### src/rtl/friscv_h.sv
// -----------------------------------------------------------------------------
// friscv_h
// Shared constants for the friscv memory subsystem. The cache controllers and
// the read arbiter take their AXI ID masks from here, so a request tagged by a
// controller and the routing decode in the arbiter always agree.
//   ICACHE_ID_MASK / DCACHE_ID_MASK : ID bits that mark instruction / data
//                                     cache traffic on the memory bus
//   S0_IDX / S1_IDX                 : bit positions of the two arbiter ports
// -----------------------------------------------------------------------------
package friscv_h;

    localparam logic [7:0] ICACHE_ID_MASK = 8'h10;
    localparam logic [7:0] DCACHE_ID_MASK = 8'h20;

    localparam int S0_IDX = 0;
    localparam int S1_IDX = 1;

    // Round-robin pointer: names the port that gets the next tie
    typedef enum logic {
        PTR_S0 = 1'b0,
        PTR_S1 = 1'b1
    } rr_ptr_e;

    // One-hot grant vector for a two-port arbiter
    function automatic logic [1:0] one_hot2(input logic sel_s1);
        return sel_s1 ? 2'b10 : 2'b01;
    endfunction

endpackage

### src/rtl/friscv_rr_arbiter.sv
// -----------------------------------------------------------------------------
// friscv_rr_arbiter
// Two-request grant logic. Grant is combinational and only issued while en is
// high. On a tie the port named by the round-robin pointer wins; the pointer
// then moves to the other port so that both ports alternate under contention.
// With FRISCV_RD_ARB_STRICT_PRIO_EN defined, port 1 always wins a tie and no
// pointer exists (aclk/srst are then unused).
// Ports:
//   aclk, srst : clock, synchronous active-high reset (pointer -> port 0)
//   req[1:0]   : request per port
//   en         : grant allowed this cycle
//   grant[1:0] : one-hot grant (or zero)
// -----------------------------------------------------------------------------
module friscv_rr_arbiter
    import friscv_h::*;
(
    input  logic       aclk,
    input  logic       srst,
    input  logic [1:0] req,
    input  logic       en,
    output logic [1:0] grant
);

`ifdef FRISCV_RD_ARB_STRICT_PRIO_EN

    // Fixed priority: data-cache port (1) beats instruction-cache port (0)
    always_comb begin
        grant = 2'b00;
        if (en) begin
            if (req[S1_IDX]) begin
                grant = 2'b10;
            end else if (req[S0_IDX]) begin
                grant = 2'b01;
            end else begin
                grant = 2'b00;
            end
        end else begin
            grant = 2'b00;
        end
    end

`else

    rr_ptr_e rr_ptr_r;

    // Grant decode: single requester wins, ties go to the pointed port
    always_comb begin
        grant = 2'b00;
        if (en) begin
            case (req)
                2'b01:   grant = 2'b01;
                2'b10:   grant = 2'b10;
                2'b11:   grant = one_hot2(rr_ptr_r == PTR_S1);
                default: grant = 2'b00;
            endcase
        end else begin
            grant = 2'b00;
        end
    end

    // Pointer update: after serving a port, point at the other one
    always_ff @(posedge aclk) begin
        if (srst) begin
            rr_ptr_r <= PTR_S0;
        end else if (grant[S0_IDX]) begin
            rr_ptr_r <= PTR_S1;
        end else if (grant[S1_IDX]) begin
            rr_ptr_r <= PTR_S0;
        end else begin
            rr_ptr_r <= rr_ptr_r;
        end
    end

`endif

endmodule

### src/rtl/friscv_axi_rd_arbiter.sv
// -----------------------------------------------------------------------------
// friscv_axi_rd_arbiter
// Shares one AXI4 read port between the instruction cache (s0) and the data
// cache (s1). AR requests go through friscv_rr_arbiter into a single registered
// AR stage; each port's ID is OR-ed with its mask so responses can be steered
// back by decoding m_rid. Per-port counters cap the number of reads in flight.
// The R path is purely combinational.
// Configuration macro: FRISCV_RD_ARB_STRICT_PRIO_EN (s1 wins all ties).
// Ports:
//   aclk, srst           : clock, synchronous active-high reset
//   s0_ar* / s1_ar*      : AR slave channels from the cache controllers
//   s0_r*  / s1_r*       : R slave channels back to the cache controllers
//   m_ar*                : registered AR master channel to memory
//   m_r*                 : R master channel from memory
// -----------------------------------------------------------------------------
module friscv_axi_rd_arbiter
    import friscv_h::*;
#(
    parameter int AXI_ADDR_W = 32,
    parameter int AXI_ID_W = 8,
    parameter int AXI_DATA_W = 128,
    parameter logic [AXI_ID_W-1:0] ICACHE_ID_MASK = AXI_ID_W'(friscv_h::ICACHE_ID_MASK),
    parameter logic [AXI_ID_W-1:0] DCACHE_ID_MASK = AXI_ID_W'(friscv_h::DCACHE_ID_MASK),
    parameter int MAX_OUTSTANDING = 4
) (
    input  logic                  aclk,
    input  logic                  srst,
    input  logic                  s0_arvalid,
    output logic                  s0_arready,
    input  logic [AXI_ADDR_W-1:0] s0_araddr,
    input  logic [2:0]            s0_arprot,
    input  logic [AXI_ID_W-1:0]   s0_arid,
    output logic                  s0_rvalid,
    input  logic                  s0_rready,
    output logic [AXI_ID_W-1:0]   s0_rid,
    output logic [1:0]            s0_rresp,
    output logic [AXI_DATA_W-1:0] s0_rdata,
    input  logic                  s1_arvalid,
    output logic                  s1_arready,
    input  logic [AXI_ADDR_W-1:0] s1_araddr,
    input  logic [2:0]            s1_arprot,
    input  logic [AXI_ID_W-1:0]   s1_arid,
    output logic                  s1_rvalid,
    input  logic                  s1_rready,
    output logic [AXI_ID_W-1:0]   s1_rid,
    output logic [1:0]            s1_rresp,
    output logic [AXI_DATA_W-1:0] s1_rdata,
    output logic                  m_arvalid,
    input  logic                  m_arready,
    output logic [AXI_ADDR_W-1:0] m_araddr,
    output logic [2:0]            m_arprot,
    output logic [AXI_ID_W-1:0]   m_arid,
    input  logic                  m_rvalid,
    output logic                  m_rready,
    input  logic [AXI_ID_W-1:0]   m_rid,
    input  logic [1:0]            m_rresp,
    input  logic [AXI_DATA_W-1:0] m_rdata,
    input  logic                  m_rlast
);

    localparam logic [3:0] MAX_CNT = 4'(MAX_OUTSTANDING);

    logic [3:0] cnt0_r;
    logic [3:0] cnt1_r;
    logic       m_arvalid_r;
    logic [AXI_ADDR_W-1:0] m_araddr_r;
    logic [2:0] m_arprot_r;
    logic [AXI_ID_W-1:0] m_arid_r;
    logic [1:0] req_s;
    logic [1:0] grant_s;
    logic       stage_free_s;
    logic       sel_s0_s;
    logic       rdone0_s;
    logic       rdone1_s;

    // Eligibility: valid request and room for one more read in flight
    always_comb begin
        req_s[S0_IDX] = s0_arvalid && (cnt0_r < MAX_CNT);
        req_s[S1_IDX] = s1_arvalid && (cnt1_r < MAX_CNT);
        stage_free_s  = !m_arvalid_r || m_arready;
    end

    // Grant is suppressed during reset so arready stays low while srst is high
    friscv_rr_arbiter u_arb (
        .aclk  (aclk),
        .srst  (srst),
        .req   (req_s),
        .en    (stage_free_s && !srst),
        .grant (grant_s)
    );

    assign s0_arready = grant_s[S0_IDX];
    assign s1_arready = grant_s[S1_IDX];

    // AR output stage: load winner, hold until m_arready, clear when drained
    always_ff @(posedge aclk) begin
        if (srst) begin
            m_arvalid_r <= 1'b0;
            m_araddr_r  <= '0;
            m_arprot_r  <= 3'b000;
            m_arid_r    <= '0;
        end else if (grant_s[S0_IDX]) begin
            m_arvalid_r <= 1'b1;
            m_araddr_r  <= s0_araddr;
            m_arprot_r  <= s0_arprot;
            m_arid_r    <= s0_arid | ICACHE_ID_MASK;
        end else if (grant_s[S1_IDX]) begin
            m_arvalid_r <= 1'b1;
            m_araddr_r  <= s1_araddr;
            m_arprot_r  <= s1_arprot;
            m_arid_r    <= s1_arid | DCACHE_ID_MASK;
        end else if (m_arready) begin
            m_arvalid_r <= 1'b0;
        end else begin
            m_arvalid_r <= m_arvalid_r;
        end
    end

    assign m_arvalid = m_arvalid_r;
    assign m_araddr  = m_araddr_r;
    assign m_arprot  = m_arprot_r;
    assign m_arid    = m_arid_r;

    // R steering: any instruction-cache mask bit in the ID selects s0
    always_comb begin
        sel_s0_s  = (m_rid & ICACHE_ID_MASK) != '0;
        s0_rvalid = m_rvalid && sel_s0_s;
        s1_rvalid = m_rvalid && !sel_s0_s;
        m_rready  = sel_s0_s ? s0_rready : s1_rready;
        rdone0_s  = m_rvalid && m_rready && m_rlast && sel_s0_s;
        rdone1_s  = m_rvalid && m_rready && m_rlast && !sel_s0_s;
    end

    assign s0_rid   = m_rid;
    assign s1_rid   = m_rid;
    assign s0_rresp = m_rresp;
    assign s1_rresp = m_rresp;
    assign s0_rdata = m_rdata;
    assign s1_rdata = m_rdata;

    // Next value of an outstanding counter; decrement saturates at zero
    function automatic logic [3:0] cnt_next(input logic [3:0] cnt, input logic inc, input logic dec);
        logic [3:0] nxt;
        case ({inc, dec})
            2'b10:   nxt = cnt + 4'd1;
            2'b01:   nxt = (cnt != 4'd0) ? (cnt - 4'd1) : 4'd0;
            default: nxt = cnt;
        endcase
        return nxt;
    endfunction

    // Outstanding read counters per port
    always_ff @(posedge aclk) begin
        if (srst) begin
            cnt0_r <= 4'd0;
            cnt1_r <= 4'd0;
        end else begin
            cnt0_r <= cnt_next(cnt0_r, grant_s[S0_IDX], rdone0_s);
            cnt1_r <= cnt_next(cnt1_r, grant_s[S1_IDX], rdone1_s);
        end
    end

endmodule

### config.mk
export PLATFORM = sky130hd
export DESIGN_NAME = friscv_axi_rd_arbiter
export DESIGN_NICKNAME = d
export VERILOG_FILES = /design/src/rtl/friscv_h.sv /design/src/rtl/friscv_rr_arbiter.sv /design/src/rtl/friscv_axi_rd_arbiter.sv
export SDC_FILE = /design/constraint.sdc
export NUM_CORES = 1
export LEC_CHECK = 0
export CELL_PAD_IN_SITES_DETAIL_PLACEMENT = 2
export CELL_PAD_IN_SITES_GLOBAL_PLACEMENT = 2
export CORE_AREA = 5 5 214 216
export DETAILED_ROUTE_END_ITERATION = 16
export DIE_AREA = 0 0 219 221
export HOLD_SLACK_MARGIN = 0.03
export PLACE_DENSITY_LB_ADDON = 0.1
export SYNTH_ARGS = -nofsm -noshare
export SYNTH_HDL_FRONTEND = slang
export SYNTH_SLANG_ARGS = --single-unit
### constraint.sdc
create_clock -name aclk -period 7.8 [get_ports aclk]
set_input_delay 1.95 -clock aclk [delete_from_list [all_inputs] [get_ports aclk]]
set_output_delay 1.95 -clock aclk [all_outputs]
set_load 0.005 [all_outputs]
; ---- Yosys cells after proc, flatten, opt, wreduce, memory -nomap -nowiden
; Index checks and enable logic that the tools add are counted.
[word_totals]
ff_bits = 53
input_bits = 233
output_inout_bits = 325
[classes]
n_addsub = 4
order_cmp = 2
n_eq_ne = 7
n_mux = 19
reduce_logical = 19
[op_table]
columns = op, count
row1 = $mux W32, 2
row2 = $mux W8, 2
row3 = $pmux W4 S2, 2
row4 = $logic_and A1 B1 Y1, 9
row5 = $add A4 B1 Y4 const B, 2
row6 = $eq A2 B2 Y1 const B, 4
row7 = $lt A4 B3 Y1 const B, 2
row8 = $mux W4, 2
row9 = $reduce_bool A4 Y1, 2
row10 = $sub A4 B1 Y4 const B, 2
row11 = $eq A2 B1 Y1 const B, 3
row12 = $mux W1, 6
row13 = $mux W3, 2
row14 = $pmux W2 S3, 1
row15 = $reduce_bool A2 Y1, 3
row16 = $mux W2, 2
row17 = $logic_not A1 Y1, 3
row18 = $reduce_bool A3 Y1, 1
row19 = $logic_or A1 B1 Y1, 1

; ---- Depth between registers and ports, before layout
; Gate-level depths: netlist (run 1).
[logic_depth]
word_depth = 7
mapped_depth = 12
depth_no_buf = 8

; ---- Cells and area by module
; A second synthesis (run 1) with hierarchy kept.
[hier_totals]
hier_cells = 603
area_unflattened_um2 = 5124.9
[modules_own_cells]
columns = module, n_inst, cells_per_inst, area_each_um2, seq_area_each_um2
row1 = friscv_axi_rd_arbiter, 1, 595, 5069.9, 1041.0
row2 = friscv_rr_arbiter, 1, 8, 55.1, 20.0

; ---- Worst setup path before layout (run 1)
; OpenSTA, ideal clock, no wires.
[synth_path]
kind = input to output
start = input port s0_arvalid
end = output port s1_arready
arrival_time_ps = 3213
required_ps = 5850
slack_ps = 2637
stages = 7
n_path_buf = 3
path_cell_list = or3b_1 buf_6 a211oi_4 buf_2 buf_6 nand2_1 inv_1
[synth_between]
elab_chain_cells = 4
[synth_lines]
columns = item, line
row1 = "start, declared", friscv_axi_rd_arbiter.sv:28  ; input logic s0_arvalid,
row2 = $logic_and A1 B1 Y1 *, friscv_axi_rd_arbiter.sv:78  ; req_s[S0_IDX] = s0_arvalid && (cnt0_r < MAX_CNT);
row3 = $eq A2 B2 Y1 / $eq A2 B1 Y1 (equally long branches), friscv_rr_arbiter.sv:50  ; case (req)
row4 = $pmux W2 S3 *, friscv_rr_arbiter.sv:50
row5 = $mux W2 *, friscv_rr_arbiter.sv:49  ; if (en) begin
row6 = "end, declared", friscv_axi_rd_arbiter.sv:39  ; output logic s1_arready,
; Every way passes the cells marked *; elsewhere a longest branch is shown, timed or not.

; ---- Final worst setup path (run 1)
[layout_path]
start = input port s1_arvalid
end = output port s1_arready
[layout_between]
elab_chain_cells = 4
[layout_lines]
columns = item, line
row1 = "start, declared", friscv_axi_rd_arbiter.sv:38  ; input logic s1_arvalid,
row2 = $logic_and A1 B1 Y1 *, friscv_axi_rd_arbiter.sv:79  ; req_s[S1_IDX] = s1_arvalid && (cnt1_r < MAX_CNT);
row3 = $eq A2 B2 Y1 / $eq A2 B1 Y1 (equally long branches), friscv_rr_arbiter.sv:50
row4 = $pmux W2 S3 *, friscv_rr_arbiter.sv:50
row5 = $mux W2 *, friscv_rr_arbiter.sv:49
; Marks and branches as above.

==> impl_summary.txt, run 1 <==
----------------------------------------------------
[Outcome]
  Status ... complete, no violations

[Logic synthesis]
  Compound-Gate Fraction of Synth Area ... 0.136
  Post-Synth Adder-Cell Area ... 0.0160
  Top-area cell type share of the netlist area ... 0.446
  Fraction of synthesized cell area in xor and xnor cells ... 0
  Library cells used by synthesis ... 30
  Sequential share of the synthesized area ... 0.226
  Syn nets ... 845
  Cell taking the most area after synthesis ... sky130_fd_sc_hd__buf_4
  Combinational family with the most area after synthesis ... buffers and inverters
  Gate count after technology mapping ... ~610
  Post-Syn Area ... 4690 um^2
  YS warnings ... 0
  Yosys reg bits ... 53
  Synthesized-area fraction occupied by and/or/nand/nor cells ... 0.138
  Portion of netlist area occupied by mux cells ... 0.00480
  Post-Synthesis Mean Instance Area ... roughly 7.7 um^2
  Leading post-synthesis cells by cell area ... sky130_fd_sc_hd__buf_4 45%, sky130_fd_sc_hd__dfxtp_1 23%, sky130_fd_sc_hd__nand2_1 7.3%, sky130_fd_sc_hd__a311oi_1 7.1%, sky130_fd_sc_hd__nor2_1 3.9%

[STA]
  Number of setup violations in the final report ... 0
  Final slew viol count ... 0
  RSZ-0062 raised after global routing ... false
  Measured slew at the worst slew-check pin ... 0.734 ns
  Setup_tns ... 0 ns
  Number of hold-slack violations in the final timing report ... 0
  Clock period minus worst slack ... 6.32 ns
  Clock skew after layout ... 0.0104 ns
  Fin crit share ... 0.810
  FMAX ... 0.158 GHz
  Normalized max-slew margin ... 0.511

[Critical path]
  Chain of cells forming the critical path ... clkdlybuf4s50_1 -> or3b_1 -> a211oi_4 -> buf_4 -> nand2_1 -> inv_1 -> clkdlybuf4s50_1
  Critical-path maximum fanout ... 26
  Slowest cell on the critical path ... sky130_fd_sc_hd__clkdlybuf4s50_1
  Internal reg-to-reg setup slack ... a little under 5 ns
  Worst path bufs/invs ... 4
  End point of the critical path ... s1_arready
  Capture instance of the worst register-to-register path ... cnt1_r[3]
  R2R Path Start ... cnt0_r[3]
  CP startpoint kind ... primary input
  Top cell family by delay on the critical path ... buffers and inverters
  Most common cell on crit path ... sky130_fd_sc_hd__clkdlybuf4s50_1
  Highest cell delay on the worst timing path ... 0.57 ns
  Critical Path RT ... between 5 and 6 ns
  Arrival time at the worst endpoint ... around 4.4 ns
  Kind of end point of the critical path ... primary output
  Cell depth of the worst setup path ... 7
  Setup CP Type ... primary input to primary output
  Crit. Startpoint ... s1_arvalid
  Cell depth of the worst flop-to-flop path ... 8

[Finish]
  Sequential Area ... around 1100 um^2
  Multi-input gate area ... 1390 um^2
  Post-synthesis to final-layout area growth ... 3.17%
  Number of nets in the finished design ... 698
  # fillers ... 5,152
  Ratio of cells with drive above 1 in the final layout ... 0.0543

[Drt]
  Routed via count divided by cell count ... 3.06
  Remaining number of nets flagged by the antenna check after routing ... 0
  Starting DRC count in detailed routing ... 38
  Number of detailed-routing iterations run before antenna repair ... 4
  Routed length per instance ... roughly 17 um
  Final Routed Wirelength ... 17.8 mm
  Total DRC errors in the routed layout ... 0
  Total vias in the final route ... ~3,200

[Floorplanning]
  Placement row count ... 77
  Initial cell density of the core ... 0.107
  Area of the die ... 48,400 um^2
  Horizontal die dimension ... 219 um
  Die Y ... 221 um
  Core outline area ... between 40,000 and 50,000 um^2
  I/O pin cnt ... about 560

[Power and ir drop]
  Leak Pwr ... 1.58 nW
  Maximum vdd ir drop ... 0.0000685 V
  Total power draw ... 0.776 mW
  Pwr Density ... ~160 nW/um^2

[Clocking]
  Source-to-sink clock delay at the later pin of the worst-skew pair ... 0.34 ns
  Maximum level of the CTS H-tree ... 2
  Number of buffers between clock root and the deepest sink ... 2
  Count of instances resized after the clock tree is built ... 0
  Total number of clock tree sinks ... 53
  Clock transition time at the flip-flop clock pins of the worst setup and hold paths ... 0.08 ns
  Clock tree from TritonCTS ... yes
  Postcts setup bufs ... 0
  Hold-fix buffers, CTS ... 0
  Number of buffers inserted during clock tree synthesis ... 5
  Clock root cell ... sky130_fd_sc_hd__clkbuf_16

[Hold path]
  Worst Hold Class ... flip-flop to flip-flop
  Count of cells along the worst hold path ... 2
  Hold wc startpoint ... m_arid[4]

[Place]
  HPWL after DPL ... 13.0 mm
  IO Port Bufs ... ~140
  Last weighted congestion value of the routability-driven placer ... between 0.6 and 0.7

[Global routing]
  Vias in the first global route ... about 3,800
  Pin count of the biggest net entering global routing ... 63
  Overflow left after global routing ... 0
  All-layer global routing usage ... 0.0721
  Initial antenna violation count ... 1
  Wire length of the first global-routing pass ... 25.8 mm

[Flow run]
  Number of maximum-capacitance constraint violations ... 0

----------------------------------------------------
==> layout by cell type (no fill, tap or decap), types with 2 or more instances in the layout <==
cell type / n
sky130_fd_sc_hd__a21oi_1: 9
sky130_fd_sc_hd__a221oi_1: 4
sky130_fd_sc_hd__a311oi_1: 38
sky130_fd_sc_hd__a311oi_2: 5
sky130_fd_sc_hd__a31oi_1: 5
sky130_fd_sc_hd__buf_4: 5
sky130_fd_sc_hd__clkbuf_16: 5
sky130_fd_sc_hd__clkdlybuf4s50_1: 143
sky130_fd_sc_hd__dfxtp_1: 53
sky130_fd_sc_hd__ha_1: 6
sky130_fd_sc_hd__inv_1: 8
sky130_fd_sc_hd__mux2_2: 2
sky130_fd_sc_hd__nand2_1: 91
sky130_fd_sc_hd__nand2b_1: 4
sky130_fd_sc_hd__nand3_1: 2
sky130_fd_sc_hd__nor2_1: 49
sky130_fd_sc_hd__nor2b_1: 5
sky130_fd_sc_hd__nor3_1: 2
sky130_fd_sc_hd__o211ai_1: 2
sky130_fd_sc_hd__o21ai_0: 6
sky130_fd_sc_hd__o31a_1: 2
sky130_fd_sc_hd__or3_1: 2
sky130_fd_sc_hd__or3b_1: 2
==> tightest hold or removal path, delay by kind of cell, from the launching register on <==
kind	cells	cell delay, ns
flops	1	0.32
simple gates	1	0.06
compound gates	1	0.07
==> area by class of cell <==
cell class	count	area share
antenna	1	0.000517
clock buffer	5	0.0258
clock inverter	3	0.00439
inverter	8	0.00620
multi-input combinational	242	0.287
sequential	53	0.219
tap	592	0.153
timing repair buffer	149	0.304
==> metrics by stage <==
step | util | instances | setup WS (ns) | hold slack, ns | area [um^2]
floorplan | - | 606 | 2.64 | 0.466 | 4690
global placement | 0.107 | 1044 | 1.38 | 0.466 | 4690
detailed placement | 0.107 | 1044 | 1.41 | 0.485 | 4690
CTS | 0.111 | 1052 | 1.40 | 0.505 | 4840
global route | 0.111 | 1052 | 1.30 | 0.525 | 4840
finish | 0.111 | 1053 | 1.48 | 0.496 | 4840
==> power breakdown <==
group          switching, mW  internal, mW
logic                 0.0907         0.111
registers             0.0156         0.293
clock network          0.145         0.121
total                  0.251         0.525
==> state kept, by name, summed over array words and instances (netlist names) <==
name / flops
m_arid: 8
cnt1_r: 4
u_arb.rr_ptr_r: 1
cnt0_r: 4
m_araddr: 32
m_arvalid: 1
m_arprot: 3
==> cells by family after synthesis <==
family                   after synthesis
adder cells (fa/ha/maj)                6
buffers and inverters                311
AND/OR/NAND/NOR                      159
multiplexers                           2
flip-flops                            53
AO/OA/AOI/OAI                         75
==> cells in the mapped netlist <==
cell type and instances:
sky130_fd_sc_hd__mux2_2 2, sky130_fd_sc_hd__nor2_1 49, sky130_fd_sc_hd__a31oi_4 1, sky130_fd_sc_hd__a311oi_1 38
sky130_fd_sc_hd__a21oi_1 9, sky130_fd_sc_hd__nor3_1 2, sky130_fd_sc_hd__nor2b_1 5, sky130_fd_sc_hd__o211ai_1 2
sky130_fd_sc_hd__nand3_1 2, sky130_fd_sc_hd__or3_1 2, sky130_fd_sc_hd__o31a_1 2, sky130_fd_sc_hd__buf_2 6
sky130_fd_sc_hd__a221oi_1 4, sky130_fd_sc_hd__nand2b_1 4, sky130_fd_sc_hd__or3b_1 2, sky130_fd_sc_hd__o21ai_0 6
sky130_fd_sc_hd__a31oi_1 5, sky130_fd_sc_hd__dfxtp_1 53, sky130_fd_sc_hd__ha_1 6, sky130_fd_sc_hd__o22a_1 1
sky130_fd_sc_hd__buf_4 279, sky130_fd_sc_hd__nand2_1 91, sky130_fd_sc_hd__buf_6 3, sky130_fd_sc_hd__a211oi_4 1
sky130_fd_sc_hd__a311oi_2 5, sky130_fd_sc_hd__and2_1 1, sky130_fd_sc_hd__clkbuf_1 15, sky130_fd_sc_hd__inv_1 8
sky130_fd_sc_hd__a31o_1 1, sky130_fd_sc_hd__or3_4 1
==> per-layer routing <==
layer | vias up | share of wire | track usage
li1 | 1419 | - | -
met1 | 1507 | 0.36 | 0.0692
met5 | - | 0.0037 | 0.0131
met2 | 232 | 0.49 | 0.124
met3 | 63 | 0.11 | 0.0400
met4 | 4 | 0.037 | 0.0334
==> worst min-delay path by stage <==
stage	end
global placement	m_arid[4]
finish	m_arid[4]
floorplan	m_arid[4]
CTS	m_arid[4]
global route	m_arid[4]
detailed placement	m_arid[4]
Note: power is estimated with default switching activity, not from simulation.
==> run 2: changes to the inputs <==
CORE_AREA = 5 5 216 218   (was 5 5 214 216)
DIE_AREA = 0 0 221 223   (was 0 0 219 221)
clock period = 6.1 ns   (was 7.8 ns; I/O delays follow)
==> impl_summary.txt, run 2 (same netlist as run 1, synthesis figures left out) <==
----------------------------------------------------
[Outcome]
  Status ... complete, no violations

[Critical path]
  Critical-path maximum fanout ... 22 (-15%)
  Worst path bufs/invs ... 3 (-1)
  Internal reg-to-reg setup slack ... 3.08 ns (-1.83 ns)
  Arrival time at the worst endpoint ... 4.02 ns (-0.35 ns)
  Highest cell delay on the worst timing path ... 0.51 ns (-0.06 ns)
  Kind of end point of the critical path ... primary output
  Crit. Startpoint ... s0_arvalid
  Critical Path RT ... 4.58 ns (-1.27 ns)
  Top cell family by delay on the critical path ... buffers and inverters
  End point of the critical path ... s0_arready
  Most common cell on crit path ... sky130_fd_sc_hd__clkdlybuf4s50_1
  Chain of cells forming the critical path ... clkdlybuf4s50_1 -> or3b_1 -> a31o_2 -> or3_4 -> inv_1 -> clkdlybuf4s50_1
  R2R Path Start ... cnt0_r[3]
  Slowest cell on the critical path ... sky130_fd_sc_hd__clkdlybuf4s50_1
  Cell depth of the worst flop-to-flop path ... 7 (-1)
  Setup CP Type ... primary input to primary output
  Capture instance of the worst register-to-register path ... cnt0_r[3]
  CP startpoint kind ... primary input
  Cell depth of the worst setup path ... 6 (-1)

[Power and ir drop]
  Clock power frac ... 0.369 (+0.026)
  Register share of total power ... 0.381 (-0.017)
  Pwr Density ... 213 nW/um^2 (+33%)
  Proportion of power drawn by combinational gates ... 0.250 (-0.010)
  Maximum vdd ir drop ... 0.0000818 V (+19%)
  Net load switching power ... 0.312 mW (+24%)
  Sw Share ... 0.301 (-0.0220)
  Cell internal power dissipation ... 0.724 mW (+38%)
  Leak Pwr ... 1.58 nW (+0.56%)

[Drt]
  Final Routed Wirelength ... 18.2 mm (+2.5%)
  Remaining number of nets flagged by the antenna check after routing ... 0 (unchanged)
  Total vias in the final route ... 3,206 (-0.59%)
  Total DRC errors in the routed layout ... 0 (unchanged)
  Routed length per instance ... 17.2 um (+1.9%)
  Routed via count divided by cell count ... 3.03 (-1.2%)
  Starting DRC count in detailed routing ... 87 (+130%)
  Number of detailed-routing iterations run before antenna repair ... 4 (unchanged)

[Global routing]
  Layer with the highest usage after global routing ... met2
  Initial antenna violation count ... 0 (-1)
  Pin count of the biggest net entering global routing ... 87 (+38%)
  Overflow left after global routing ... 0 (unchanged)
  Wire length of the first global-routing pass ... 26.4 mm (+2.3%)
  Met2 track utilization from global routing ... 0.117 (-0.00740)
  Fraction of met1 tracks used by global routing ... 0.0749 (+0.00578)
  Met3 demand-to-capacity share in global routing ... 0.0364 (-0.00360)
  Vias in the first global route ... 3,741 (-1.2%)
  All-layer global routing usage ... 0.0723 (+0.000220)

[Clocking]
  Number of buffers between clock root and the deepest sink ... 2 (unchanged)
  Count of instances resized after the clock tree is built ... 0 (unchanged)
  Total number of clock tree sinks ... 53 (unchanged)
  Maximum level of the CTS H-tree ... 2 (unchanged)
  Hold-fix buffers, CTS ... 0 (unchanged)
  Clock transition time at the flip-flop clock pins of the worst setup and hold paths ... 0.08 ns (about the same)
  Number of buffers inserted during clock tree synthesis ... 5 (unchanged)
  Clock root cell ... sky130_fd_sc_hd__clkbuf_16
  Postcts setup bufs ... 0 (unchanged)
  Source-to-sink clock delay at the later pin of the worst-skew pair ... 0.33 ns (about the same)
  Clock tree from TritonCTS ... yes

[STA]
  Normalized max-slew margin ... 0.290 (-0.221)
  Slack of the critical path ... 0.556 ns (-0.923 ns)
  Final slew viol count ... 0 (unchanged)
  Setup_tns ... 0 ns (unchanged)
  Number of setup violations in the final report ... 0 (unchanged)
  Clock skew after layout ... 0.00591 ns (-0.00450 ns)
  FMAX ... 0.180 GHz
  Fin crit share ... 0.909
  Clock period minus worst slack ... 5.54 ns
  Measured slew at the worst slew-check pin ... 1.07 ns (+0.332 ns)
  RSZ-0062 raised after global routing ... false
  Number of hold-slack violations in the final timing report ... 0 (unchanged)

[Finish]
  Max FFs per register ... 32 (unchanged)
  Number of nets in the finished design ... 697 (-0.14%)
  Post-synthesis to final-layout area growth ... 3.73%
  Ratio of cells with drive above 1 in the final layout ... 0.0501 (-0.00424)
  Most frequent standard cell in the layout excluding fill and tap cells ... sky130_fd_sc_hd__clkdlybuf4s50_1
  Most frequent cells in the layout ... 143 x sky130_fd_sc_hd__clkdlybuf4s50_1, 91 x sky130_fd_sc_hd__nand2_1, 53 x sky130_fd_sc_hd__dfxtp_1
  # fillers ... 5,316 (+3.2%)
  Finished Core Util ... 0.109 (-0.00179)
  Antenna diodes ... 0 (-1)

[Floorplanning]
  Area of the die ... 49,300 um^2 (+1.8%)
  Core outline area ... 44,700 um^2 (+2.2%)
  Initial cell density of the core ... 0.105 (-0.00230)
  I/O pin cnt ... 558 (unchanged)
  Horizontal die dimension ... 221 um (+0.91%)
  Die Y ... 223 um (+0.90%)
  Placement row count ... 78 (+1.3%)

[Place]
  IO Port Bufs ... 144 (unchanged)
  HPWL after DPL ... 12.9 mm (-0.40%)
  Last weighted congestion value of the routability-driven placer ... 0.636 (+3.4%)
  Worst slack, placed ... 0.505 ns (-0.907 ns)

[Flow run]
  Number of maximum-capacitance constraint violations ... 0 (unchanged)

[Hold path]
  Worst Hold Class ... flip-flop to flip-flop

----------------------------------------------------
run 2: metrics by stage:
stage	hold slack [ns]	power (mW)	instances	area (um^2)
floorplan	0.466	0.653	606	4690
global placement	0.465	0.667	1051	4700
detailed placement	0.494	0.671	1051	4700
CTS	0.509	1.10	1059	4870
global route	0.533	1.12	1059	4870
finish	0.496	1.04	1059	4870
run 2: layout make-up:
type | instances | area (um^2) | share of cell area
tap | 600 | 751 | 0.154
timing repair buffer | 148 | 1470 | 0.301
clock buffer | 7 | 143 | 0.0293
inverter | 8 | 30.0 | 0.00617
clock inverter | 1 | 30.0 | 0.00617
sequential | 53 | 1060 | 0.218
multi-input combinational | 242 | 1390 | 0.285
run 2: tightest hold or removal path: stages, from the launching register on:
cell                       delay [ns]
sky130_fd_sc_hd__dfxtp_1         0.32
sky130_fd_sc_hd__nand2b_1        0.06
sky130_fd_sc_hd__o21ai_0         0.07
run 2: worst min-delay path by stage:
stage	from	to	slack [ns]	cells past startpoint
after floorplan	m_arid[4]	m_arid[4]	0.47	2
after global placement	m_arid[4]	m_arid[4]	0.47	2
after detailed placement	m_arid[4]	m_arid[4]	0.49	2
after CTS	m_arid[4]	m_arid[4]	0.51	2
after global routing	m_araddr[18]	m_araddr[18]	0.53	2
final	m_arid[4]	m_arid[4]	0.50	2
run 2: power groups by stage:
stage	registers, mW	clock network [mW]	logic, mW
after floorplan	0.401	0	0.251
after global placement	0.402	0	0.265
after detailed placement	0.403	0	0.268
after CTS	0.396	0.433	0.270
after global routing	0.400	0.429	0.290
final	0.395	0.382	0.259
run 2: metal layers:
metal | vias up | part of all wire | wire length, um
met1 | 1498 | 0.37 | 6820
met2 | 204 | 0.47 | 8640
li1 | 1416 | - | -
met4 | 2 | 0.046 | 842
met5 | - | 0.0031 | 57
met3 | 86 | 0.10 | 1850
